==> src/rtl/cpu_run_ctrl.sv <==
// Run-control sequencer for the 8-bit core: produces the core clock-enable for free-run,
// single-step, halt-button, halt-instruction and PC-breakpoint stops, and counts retired cycles.
module cpu_run_ctrl #(
  parameter logic [7:0] HALT_INST = 8'hFF
) (
  input  logic        clk,
  input  logic        reset,
  input  logic        run_btn,
  input  logic        step_btn,
  input  logic        halt_btn,
  input  logic        clr_cnt,
  input  logic        bp_en,
  input  logic [7:0]  bp_addr,
  input  logic [7:0]  pc,
  input  logic [7:0]  instruction,
  output logic        cpu_en,
  output logic [1:0]  state,
  output logic [1:0]  stop_cause,
  output logic        bp_hit,
  output logic [15:0] retired
);

  typedef enum logic [1:0] {
    StHalt  = 2'd0,
    StRun   = 2'd1,
    StStep  = 2'd2,
    StBreak = 2'd3
  } state_e;

  localparam logic [1:0] CauseNone = 2'd0;
  localparam logic [1:0] CauseBtn  = 2'd1;
  localparam logic [1:0] CauseInst = 2'd2;
  localparam logic [1:0] CauseBp   = 2'd3;

  state_e      state_q, state_d;
  logic [1:0]  cause_q, cause_d;
  logic        skip_q, skip_d;
  logic [15:0] retired_q, retired_d;

  logic is_halt_inst, bp_match, stop;

  assign is_halt_inst = (instruction == HALT_INST);
  // skip suppresses the breakpoint once so a resume can execute the breakpointed instruction
  assign bp_match     = bp_en && (pc == bp_addr) && !skip_q;
  assign stop         = halt_btn || is_halt_inst || bp_match;

  always_comb begin
    state_d = state_q;
    cause_d = cause_q;
    skip_d  = skip_q;
    cpu_en  = 1'b0;
    unique case (state_q)
      StHalt, StBreak: begin
        if (step_btn) begin
          state_d = StStep;
          skip_d  = 1'b1;
        end else if (run_btn) begin
          state_d = StRun;
          skip_d  = 1'b1;
        end
      end
      StRun: begin
        if (stop) begin
          if (halt_btn) begin
            cause_d = CauseBtn;
            state_d = StHalt;
          end else if (is_halt_inst) begin
            cause_d = CauseInst;
            state_d = StHalt;
          end else begin
            cause_d = CauseBp;
            state_d = StBreak;
          end
        end else begin
          cpu_en = 1'b1;
          skip_d = 1'b0;
        end
      end
      StStep: begin
        state_d = StHalt;
        skip_d  = 1'b0;
        if (is_halt_inst) begin
          cause_d = CauseInst;
        end else begin
          cpu_en = 1'b1;
        end
      end
      default: state_d = StHalt;
    endcase
  end

  always_comb begin
    retired_d = retired_q;
    if (clr_cnt) begin
      retired_d = 16'h0000;
    end else if (cpu_en) begin
      retired_d = retired_q + 16'd1;
    end
  end

  always_ff @(posedge clk or negedge reset) begin
    if (!reset) begin
      state_q   <= StHalt;
      cause_q   <= CauseNone;
      skip_q    <= 1'b0;
      retired_q <= 16'h0000;
    end else begin
      state_q   <= state_d;
      cause_q   <= cause_d;
      skip_q    <= skip_d;
      retired_q <= retired_d;
    end
  end

  assign state      = state_q;
  assign stop_cause = cause_q;
  assign bp_hit     = (state_q == StBreak);
  assign retired    = retired_q;

endmodule

==> config.mk <==
export PLATFORM = sky130hd
export DESIGN_NAME = cpu_run_ctrl
export DESIGN_NICKNAME = d
export VERILOG_FILES = /design/src/rtl/cpu_run_ctrl.sv
export SDC_FILE = /design/constraint.sdc
export NUM_CORES = 1
export LEC_CHECK = 0
export CAP_MARGIN = 10
export CELL_PAD_IN_SITES_DETAIL_PLACEMENT = 1
export CELL_PAD_IN_SITES_GLOBAL_PLACEMENT = 1
export CORE_UTILIZATION = 33
export CTS_BUF_LIST = sky130_fd_sc_hd__clkbuf_2
export DETAILED_ROUTE_END_ITERATION = 10
export PLACE_DENSITY_LB_ADDON = 0.12
export SETUP_SLACK_MARGIN = 0.1
export SYNTH_ARGS = -nofsm -noshare
export SYNTH_HDL_FRONTEND = slang
export SYNTH_SLANG_ARGS = --single-unit
==> constraint.sdc <==
create_clock -name clk -period 2.5 [get_ports clk]
set_input_delay 0.75 -clock clk [delete_from_list [all_inputs] [get_ports clk]]
set_output_delay 0.75 -clock clk [all_outputs]
set_load 0.01 [all_outputs]
Yosys cells after proc, flatten, opt, wreduce, memory -nomap -nowiden
Cells that the tools add are included.
{"block": "totals", "mem_count": 0, "ff_bits": 21, "latchBits": 0, "rom_bits": 0, "mem_bits_rw": 0, "elab_cells": 46}
{"block": "classes", "addsub": 1, "reduce_logical": 12, "shift": 0, "n_bitwise": 0, "n_mux": 20, "div": 0, "n_lt_le_gt_ge": 0, "n_eq_ne": 9, "multipliers": 0}
{"op": "two-way mux 16 bit", "count": 2}
{"op": "adder 16 x 1 -> 16 bit, second input constant", "count": 1}
{"op": "two-way mux 2 bit", "count": 8}
{"op": "equality test 8 bit", "count": 1}
{"op": "equality test 8 bit, second input constant", "count": 1}
{"op": "two-way mux 1 bit", "count": 6}
{"op": "!= test 2 bit, second input constant", "count": 3}
{"op": "case mux 2 bit (3 select lines)", "count": 1}
{"op": "equality test 2 bit, second input constant", "count": 2}
{"op": "case mux 2 bit (2 select lines)", "count": 1}
{"op": "AND reduction 2 bit", "count": 2}
{"op": "nonzero test 2 bit", "count": 2}
{"op": "!= test 3 bit, second input constant", "count": 1}
{"op": "case mux 1 bit (3 select lines)", "count": 1}
{"op": "AND reduction 3 bit", "count": 1}
{"op": "equality test 2 x 1 -> 1 bit, second input constant", "count": 1}
{"op": "logical AND 1 bit", "count": 2}
{"op": "logical NOT 2 bit", "count": 1}
{"op": "logical OR 1 bit", "count": 2}
{"op": "case mux 1 bit (2 select lines)", "count": 1}
{"op": "OR reduction 2 bit", "count": 1}
{"op": "logical NOT 1 bit", "count": 1}

Longest topological paths before layout
{"block": "logic_depth", "word_depth": 8, "depth_mapped": 7, "depth_no_buf": 7}

Worst setup path before layout
OpenSTA, ideal clock, no wires.
{"block": "synth_timing", "path_kind": "input to register", "startpoint": "in bp_addr[5]", "endpoint": "reg state_q[1] (netlist: state[1])", "stages": 5, "n_path_buf": 0, "path_slack_ns": 0.033, "arrival_ns": 2.336, "setup_ns": 0.131, "path_cell_list": "xor2_1 > or4_4 > nor3_2 > mux2_1 > or3_1"}
{"block": "synth_via", "elab_chain_len": 6}
{"element": "from (decl)", "line": "13", "text": "input logic [7:0] bp_addr,"}
{"element": "equality test 8 bit", "line": "44", "text": "assign bp_match = bp_en && (pc == bp_addr) && !skip_q;"}
{"element": "logical AND 1 bit (2 in series)", "line": "44"}
{"element": "logical OR 1 bit", "line": "45", "text": "assign stop = halt_btn || is_halt_inst || bp_match;"}
{"element": "!= test 2 bit (no line)"}
{"element": "AND reduction 2 bit (no line)"}
{"element": "to (signal assigned)", "line": "103", "text": "state_q <= StHalt;"}
{"element": "to (signal assigned)", "line": "108", "text": "state_q <= state_d;"}
{"element": "to (decl)", "line": "35", "text": "state_e state_q, state_d;"}
No other way between the ends.
A chain may end at the register's enable or synchronous reset.

Worst setup path after layout
{"block": "layout_timing", "startpoint": "in bp_addr[4]", "endpoint": "out cpu_en"}
{"block": "layout_via", "elab_chain_len": 6}
{"element": "equality test 8 bit", "line": "44"}
{"element": "logical AND 1 bit (2 in series)", "line": "44"}
{"element": "logical OR 1 bit", "line": "45"}
{"element": "two-way mux 1 bit", "line": "63", "text": "if (stop) begin"}
{"element": "case mux 1 bit (2 select lines)", "line": "52", "text": "unique case (state_q)"}
{"element": "to (decl)", "line": "16", "text": "output logic cpu_en,"}
No other way between the ends.

==> metrics.md <==
| Metric | Value |
|---|---|
| # Max-Cap Violations | `0` |
| Worst Path Buf+Inv | `2` |
| Worst path required time | `1.75 ns` |
| Minimum clock period | `roughly 2.6 ns` |
| Die ar. | `4687 sq um` |
| Syn Inst Count | `between 150 and 200` |
| Critical R2R Capture | `retired[15]` |
| CP max FO | `2` |
| Reg2Reg Setup Slack | `0.13 ns` |
| Placed inst area | `2241 sq um` |
| Initial antenna violation count | `0` |
| GRT Residual Overflow | `0` |
| Period utilization | `103.4%` |
| Yosys top cell area share | `36.05%` |
| Warnings, synthesis | `0` |
| CTS max path bufs | `2` |
| Clk sinks | `21` |
| Ports | `between 50 and 60` |
| Final hold vios | `0` |
| End-of-flow core utilization | `61.20%` |
| Hold Slack | `~0.54 ns` |
| Largest net degree at the start of global routing | `23` |
| DR WL/cell | `19.12 microns` |
| VDD IR-drop max | `0.0003468 V` |
| Die X | `68.46 microns` |
| Synth area leader | `dfrtp_1` |
| Worst-path cell chain | `buf_6, xor2_2, nor4_2, and4b_1, nor2_2, buf_2` |
| First-pass GRT wire length | `approximately 9400 microns` |
| Post-DP HPWL | `3749 microns` |
| Hold Path Sink | `stop_cause[1]` |
| Root Buffer | `clkbuf_2` |
| Vias | `1759` |
| # hold bufs at CTS | `0` |
| Die height | `between 60 and 70 microns` |
| Syn_nets | `197` |
| Clock Skew | `~0.0076 ns` |
| Post-route ant nets | `0` |
| Fin area | `roughly 2500 sq um` |
| FILL cells | `501` |
| Failing checks | `setup timing` |
| Vias in the first global route | `1928` |
| Endpoint class of the critical path | `output port` |
| Cell row count | `23` |
| Slew HR | `78.37%` |
| Slowest cell on the critical path | `nor4_2` |
| Sequential-to-total area share from yosys stat | `between 30% and 40%` |
| WHS Path Cells | `2` |
| Drt initial violations | `around 60` |
| Final max-slew violation count | `0` |
| LEAKAGE | `~1.1 nW` |
| DRT Wirelength | `6079 microns` |
| Startpoint Class | `primary input` |
| TritonCTS clock tree | `built` |
| Crit-path max cell delay | `0.32 ns` |
| Hold Path Class | `register to register` |
| Crit path max-delay family | `simple AND/OR/NAND/NOR gates` |
| Gpl congestion | `0.8018` |
| Status | `finished, violations left` |
| Netlist cell types | `46` |
| Peak Freq | `386.7 MHz` |
| Final Power | `around 1.5 mW` |
| Final setup vio count | `1` |
| CTS clock-pin slew for the worst setup and hold paths | `between 0.2 and 0.3 ns` |
| Critical R2R Launch | `skip_q` |
| Top post-synthesis cells by area | `dfrtp_1 36%, mux2_1 4.6%, o31ai_1 3.6%, a21oi_1 3.4%, ha_1 3.4%` |
| Seq cells post-synth | `21` |
| Inserted Clock Buffers | `3` |
| Area delta synth->final | `72.79%` |
| # nets final | `304` |
| Worst Setup Slack, final | `-0.08618 ns` |
| Starting density of the core | `between 30 and 40%` |
| Total core area | `between 4000 and 5000 sq um` |
| Layout cell share with drive strength beyond 1 | `36.94%` |
| # diodes | `0` |
| Power Density | `579.3 nW/um^2` |
| RSZ-0062 raised after global routing | `yes` |
| Mapped Area | `1458 sq um` |
| CP Class | `primary input to output port` |
| Worst hold start | `stop_cause[1]` |
| Via-to-Cell Ratio | `5.531` |
| Finished Layout Cells | `318` |
| Worst-Skew Late Latency | `between 0.3 and 0.4 ns` |
| IO Port Bufs | `52` |
| Mapped Avg Cell Area | `8.998 sq um` |
| Post-route DRC | `0` |
| Slew @ Worst Pin | `about 0.32 ns` |
| Total track usage | `28.25%` |
| Crit path DAT | `1.84 ns` |
| H-tree Lvls | `1` |
| Pre-antenna DRT Iters | `5` |
| # placed instances | `288` |
| Reg2Reg Depth | `8` |
-- metrics by stage --
step | TNS (ns) | setup slack (ns)
after detailed placement | -5.095 | -0.7701
final | -0.08618 | -0.08618
after CTS | -0.04450 | -0.04450
after floorplan | 0 | 0.06473
after global routing | -0.1787 | -0.1787
after global placement | -4.112 | -0.7588
-- placed cells by master (no fill, tap or decap), types with 2 or more instances in the layout --
| cell type | count |
|---|---|
| dlygate4sd2_1 | 10 |
| clkbuf_2 | 10 |
| or3_1 | 4 |
| nor2b_1 | 6 |
| nor2_1 | 9 |
| nand2_1 | 10 |
| nand3_1 | 5 |
| xnor2_2 | 3 |
| o21ai_0 | 4 |
| ha_1 | 4 |
| mux2_1 | 5 |
| xor2_2 | 4 |
| dfrtp_1 | 20 |
| nor2_2 | 2 |
| o31ai_1 | 7 |
| buf_4 | 53 |
| buf_6 | 5 |
| buf_2 | 4 |
| clkdlybuf4s50_1 | 24 |
| clkdlybuf4s15_1 | 3 |
| o21ai_1 | 5 |
| nand4_1 | 4 |
| nand2b_1 | 2 |
| and3_1 | 5 |
| or2_2 | 2 |
| nor3_1 | 6 |
| a21oi_1 | 10 |
| or4_1 | 5 |
| inv_1 | 6 |
-- flip-flops by register name, indices dropped and copies added, names as in the netlist --
register    flops
retired        16
skip_q          1
stop_cause      2
state           2
-- power by group --
| group | switching (mW) | internal, mW | total (mW) |
|---|---|---|---|
| clock | 0.134 | 0.0363 | 0.170 |
| sequential | 0.0390 | 0.384 | 0.423 |
| combinational | 0.406 | 0.459 | 0.865 |
-- synth_stat cells, drive strengths merged --
cell type / instances
mux2: 6
o21bai: 1
nand2b: 3
a21oi: 11
o21ai: 9
xor2: 5
nand3: 6
and3: 5
or2: 3
o31ai: 7
o41ai: 2
a31oi: 1
or4: 6
inv: 6
a2bb2oi: 1
nor2: 11
nor3b: 1
nor3: 8
a31o: 1
xnor2: 3
nand4: 4
ha: 4
o221a: 1
or3b: 1
nor2b: 7
and4: 1
a22oi: 1
and2: 1
dfrtp: 21
o221ai: 1
buf: 3
o41a: 1
nand2: 10
mux2i: 1
or3: 4
nor4: 2
and4b: 1
clkbuf: 2
-- timing repair --
| action | CTS | global route |
|---|---|---|
| endpoints found under the setup margin | 7 | 8 |
| endpoints found under the hold margin | 0 | 0 |
| resized for setup | 71 | 20 |
| pin swaps | 19 | 14 |
| setup buffers | 26 | 2 |
-- worst register-to-register path, delay by kind of cell (launching register included) --
| family | cells | cell delay [ns] |
|---|---|---|
| AO/OA/AOI/OAI | 3 | 0.79 |
| AND/OR/NAND/NOR | 2 | 0.69 |
| flip-flops | 1 | 0.45 |
| buffers and inverters | 3 | 0.39 |
-- layout make-up --
class | count | area (sq um) | area share, %
Multi-Input combinational cell | 130 | 1007 | 39.99
Timing Repair Buffer | 107 | 879.6 | 34.92
Sequential cell | 21 | 526.8 | 20.91
Tap cell | 50 | 62.56 | 2.484
Clock buffer | 3 | 15.01 | 0.5961
Clock inverter | 1 | 5.005 | 0.1987
Inverter | 6 | 22.52 | 0.8942
-- worst max path at each step --
stage / start / endpoint / slack, ns / cells after the start
after global routing: bp_addr[4] / cpu_en / -0.18 / 6
after global placement: bp_addr[7] / cpu_en / -0.76 / 6
after CTS: pc[4] / cpu_en / -0.04 / 6
final: bp_addr[4] / cpu_en / -0.09 / 6
after floorplan: bp_addr[5] / state[1] / 0.06 / 5
after detailed placement: bp_addr[7] / cpu_en / -0.77 / 6
-- routing by layer --
metal | routed length, microns | GRT usage (%) | part of all wire, % | up-vias
met3 | 184 | 3.833 | 3.0 | 12
met4 | 167 | 10.94 | 2.7 | 0
met5 | 0 | 0 | 0 | -
li1 | - | - | - | 816
met1 | 2511 | 31.61 | 41 | 884
met2 | 3214 | 53.06 | 53 | 47
-- logic make-up (layout without fill, tap and decap cells) --
family / Yosys count / count (layout) / share of synthesized area [%]
flops: 21 / 21 / 36.05
xor+xnor: 8 / 8 / 4.807
mux: 7 / 7 / 5.322
buf+inv: 11 / 117 / 3.176
compound gates: 37 / 37 / 18.46
simple gates: 74 / 74 / 28.76
fa+ha+maj: 4 / 4 / 3.434
No activity file was read; power rests on OpenSTA's default activity.
==> patch 1 (same settings) <==
Register the input `run_btn` before use, cleared by the reset. The logic sees it one clock later. The other inputs are not delayed to match.
--- a/src/rtl/cpu_run_ctrl.sv
+++ b/src/rtl/cpu_run_ctrl.sv
@@ -34,2 +34,12 @@
 
+  logic run_btn_q;
+
+  always_ff @(posedge clk or negedge reset) begin
+    if (!reset) begin
+      run_btn_q <= '0;
+    end else begin
+      run_btn_q <= run_btn;
+    end
+  end
+
   state_e      state_q, state_d;
@@ -56,3 +66,3 @@
           skip_d  = 1'b1;
-        end else if (run_btn) begin
+        end else if (run_btn_q) begin
           state_d = StRun;
Check against the original RTL: not equivalent (Yosys sat finds a counterexample within 4 cycles, from zero or initial values and one cycle with reset low).
==> patch 1 against the unedited design <==
Critical path type unchanged; critical path depth grew 1; non-clock buffer count shrank 28; sequential power increased by 3%; utilization decreased by 6.1 points; area after synthesis is 3.6% lower; cell count shrank 12%; sequential cell count increased by 1; routed wire length is 26% lower; setup slack improved by 150 ps; power decreased by 14%; cell area is 11% lower.
==> patch 1: results (changes against the unedited design) <==
clock slew seen by the registers of the worst setup and hold paths=210 ps (-50 ps); fraction of the yosys area taken by sequential cells=39.2% (+3.1 points); tightest slew margin relative to the limit=70.9% (-7.4 points); total wirelength of the detailed-routed design=4490 um (-26%); buffer share of cell area=29.9% (-5.0 points); leading cell types by total area after synthesis=dfrtp_1 (39%), a21oi_1 (5.0%), xnor2_1 (5.0%); share of synthesized cell area in full adder, half adder and majority cells=3.56% (+0.13 points); library cells used by synthesis=39 (-15%); share of synthesized area spent on multiplexers=3.92% (-1.4 points); Sw Ratio=37.5% (-2.2 points); leakage component of the power=0.956 nW (-16%); largest stage delay on the critical path=250 ps (-70 ps); run status=finished, final reports clean; buffers outside the clock class=79 (-26%); part of the total power dissipated in combinational logic=54.3% (-5.0 points); Worst Min Path Start=stop_cause[0]; layout cell share with drive strength beyond 1=31.7% (-5.2 points); HPWL after detailed placement=3440 um (-8.3%); worst voltage drop across the vdd grid=0.419 mV (+21%); Worst R2R Path Depth=9 (+1); wire length of the first global-routing pass=7170 um (-24%); Overall Global Routing Usage=21.0% (-7.2 points); count of TritonRoute iterations in the first routing pass=4 (-1); sequential share of power=34.7% (+5.7 points); clock latency on the worst-skew pair=310 ps (-60 ps); total area of multi-input combinational cells=917 um2 (-8.9%); Multi-input comb cells=120 (-7.7%); startpoint of the worst register-to-register path=state[0]; register-to-register setup slack=190 ps (+60 ps); clock buffer and inverter area fraction after layout=0.671% (-0.12 points); drt first-iter violations=68 (+15%); Routability Congestion=0.884 (+10%); proportion of cell area occupied by registers=24.6% (+3.7 points); signal arrival time at the worst endpoint=1690 ps (-150 ps)
patch 1: cell count changes after synthesis, sizes merged, moves of 3 or more:
cell and change:
nand4 +3, or4 +3, nor2 -5, nor3 -4, xor2 -5, a21oi +3, xnor2 +5, and3 -4
o21ai -3
patch 1: per-layer routing:
layer  wire [um]  global-route usage (%)  part of all wire [%]
met5           0                       0                     0
met4          46                    5.32                   1.0
met3         223                    3.55                   5.0
met2        2260                    36.8                    50
met1        1960                    26.6                    44
patch 1: metrics by stage:
stage          hold slack [ps]  setup slack, ps
2_1_floorplan              454             91.8
3_3_place_gp               502             -660
3_5_place_dp               507             -673
4_1_cts                    552             40.4
5_1_grt                    594            -27.5
6_report                   546             61.8
patch 1: repair_timing:
item,CTS,global route
setup buffers,5,0
gates resized for setup,93,2
pin swaps,19,0
setup endpoints to repair,8,2
patch 1: worst min-delay path, delay by kind of cell (launching register included):
kind	cells	cell delay [ps]
flip-flops	1	410
AND/OR/NAND/NOR	1	60
AO/OA/AOI/OAI	1	60
==> patch 2 (config.mk and constraints unchanged) <==
Made on the original files. The parameter `HALT_INST` goes from 8'hFF to 8'h80.
--- a/src/rtl/cpu_run_ctrl.sv
+++ b/src/rtl/cpu_run_ctrl.sv
@@ -3,3 +3,3 @@
 module cpu_run_ctrl #(
-  parameter logic [7:0] HALT_INST = 8'hFF
+  parameter logic [7:0] HALT_INST = 8'h80
 ) (
Function: changed (Yosys sat finds a counterexample within 4 cycles, from zero or initial values and one cycle with reset low).
==> patch 2 against the unedited design <==
The flow still finishes with violations (negative setup slack); sequential cell count did not move; routed wire length decreased by 8.3%; cell area increased by 0.70%; clock skew down 2.4 ps; register-to-register slack better by 140 ps; sequential share of layout area is 0.19 points lower; setup slack got worse by 27 ps; utilization is 0.86 points higher; highest routed layer unchanged; area after synthesis decreased by 2.0%; power is 2.2% higher; hold slack gained 25 ps; count of clock-buffer cells in the layout stayed put.
==> patch 2: results (changes against the unedited design) <==
diode count=0 (unchanged); library cells used by synthesis=43 (-6.5%); worst min-delay path endpoint=retired[15]; Worst Min Path Start=retired[15]; Worst R2R Path Depth=8 (unchanged); internal power component=0.877 mW (-0.27%); leakage component of the power=1.13 nW (-0.50%); wire length of the first global-routing pass=8350 um (-11%); vias per inst=5.49 (-0.75%); number of nets in the synthesized netlist=189 (-4.1%); clock latency on the worst-skew pair=340 ps (-30 ps); drt first-iter violations=44 (-25%); Hold Crit Depth=2 (unchanged); Clock Root Buffer=clkbuf_2; register-to-register setup slack=270 ps (+140 ps); transition time at the pin with the least slew margin=429 ps (+107 ps); final sum of negative setup slack=-113 ps (-27.0 ps); largest stage delay on the critical path=320 ps (about the same); number of buffers inserted by port buffering=52 (unchanged); Setup violations, final=1 (unchanged); antenna violations before repair=0 (unchanged); signal arrival time at the worst endpoint=1860 ps (+20 ps); share of synthesized flip-flops with an asynchronous set or reset=100% (unchanged); DP Area=0.00219 mm2 (-2.5%); clock slew seen by the registers of the worst setup and hold paths=230 ps (-30 ps); layout cell share with drive strength beyond 1=37.8% (+0.85 points); leading cell types by total area after synthesis=dfrtp_1 (37%), a21oi_1 (7.0%), o31ai_1 (6.3%); number of global-route vias before repair=1781 (-7.6%); HPWL after detailed placement=3460 um (-7.7%); number of synthesis warnings=0 (unchanged); largest net degree at the start of global routing=30 (+30%); average wire per cell in the routed design=18.3 um (-4.1%); worst voltage drop across the vdd grid=0.280 mV (-19%); Routability Congestion=0.758 (-5.5%); startpoint of the worst register-to-register path=state[0]; Overall Global Routing Usage=25.2% (-3.1 points); fraction of the yosys area taken by sequential cells=36.8% (+0.73 points); CTS HTree Levels=1 (unchanged); Worst Slack Setup Final=-113 ps (-27.0 ps); net total in the final layout=290 (-4.6%); clk_skew=5.16 ps (-2.44 ps); Max stage delay cell, worst path=nor4_4; number of flip-flops under the largest register name=16 (unchanged); Commonest cells post-synth=dfrtp_1 (21), a21oi_1 (20), o31ai_1 (12), or4_1 (11); destination of the worst register-to-register timing path=retired[15]; run status=complete, but fails checks; violations in the final reports=negative setup slack; worst min-delay path class=flop to flop; count of TritonRoute iterations in the first routing pass=4 (-1)
==> patch 2: layout make-up <==
| type | count | area (um2) |
|---|---|---|
| fillers | 453 | 1550 |
| multi-input cells | 118 | 995 |
| repair buffers | 104 | 907 |
| flip-flops and latches | 21 | 526 |
| well taps | 50 | 62.6 |
| inverters | 7 | 26.3 |
| clock buffers | 3 | 15.0 |
| clock inverters | 1 | 5.00 |
==> patch 2: worst max-delay path: cells and delay by family <==
kind,cells,cell delay [ps]
buf+inv,2,420
xor+xnor,1,170
simple gates,3,530
==> patch 2: logic make-up after synthesis <==
group,after synthesis,share of synthesized area [%]
flip-flops,21,36.8
XOR/XNOR,8,4.90
AO/OA/AOI/OAI,48,22.2
multiplexers,2,1.49
adder cells (fa/ha/maj),4,3.50
AND/OR/NAND/NOR,55,26.0
buffers and inverters,16,5.17
==> patch 2: power groups by stage <==
| stage | clock [mW] | sequential [mW] | combinational, mW |
|---|---|---|---|
| 6_report | 0.158 | 0.421 | 0.911 |
| 5_1_grt | 0.180 | 0.428 | 0.978 |
| 4_1_cts | 0.166 | 0.416 | 0.805 |
| 3_5_place_dp | 0 | 0.423 | 0.726 |
| 3_3_place_gp | 0 | 0.418 | 0.693 |
| 2_1_floorplan | 0 | 0.437 | 0.328 |
==> patch 2: timing repair <==
| item | CTS | global route |
|---|---|---|
| resized for setup | 77 | 20 |
| setup endpoints to repair | 6 | 11 |
| cloned | 1 | 0 |
| buffers inserted | 24 | 4 |
| hold endpoints to repair | 0 | 0 |
| pin swaps | 23 | 11 |
==> patch 2: per-layer routing <==
layer | routed length (um) | track usage, % | up-vias | part of all wire [%]
li1 | - | - | 785 | -
met1 | 2210 | 28.9 | 837 | 40
met2 | 3110 | 48.4 | 43 | 56
met3 | 215 | 3.04 | 4 | 3.9
met5 | 0 | 0 | - | 0
met4 | 48 | 6.25 | 0 | 0.86
==> patch 2: how the worst max path moves through the flow <==
stage | from | end | depth (start not counted)
after floorplan | instruction[3] | cpu_en | 5
after global placement | halt_btn | cpu_en | 6
after detailed placement | bp_addr[6] | cpu_en | 6
after CTS | pc[3] | cpu_en | 7
after global routing | bp_addr[5] | cpu_en | 6
final | bp_addr[5] | cpu_en | 6
==> patch 2: metrics by stage <==
| step | worst slack, ps | hold slack, ps | std cells | total power [mW] |
|---|---|---|---|---|
| finish | -113 | 569 | 304 | 1.49 |
| CTS | -68.7 | 577 | 302 | 1.39 |
| detailed placement | -660 | 551 | 273 | 1.15 |
| floorplan | 116 | 454 | 154 | 0.765 |
| global placement | -620 | 512 | 273 | 1.11 |
| global route | -191 | 606 | 304 | 1.59 |
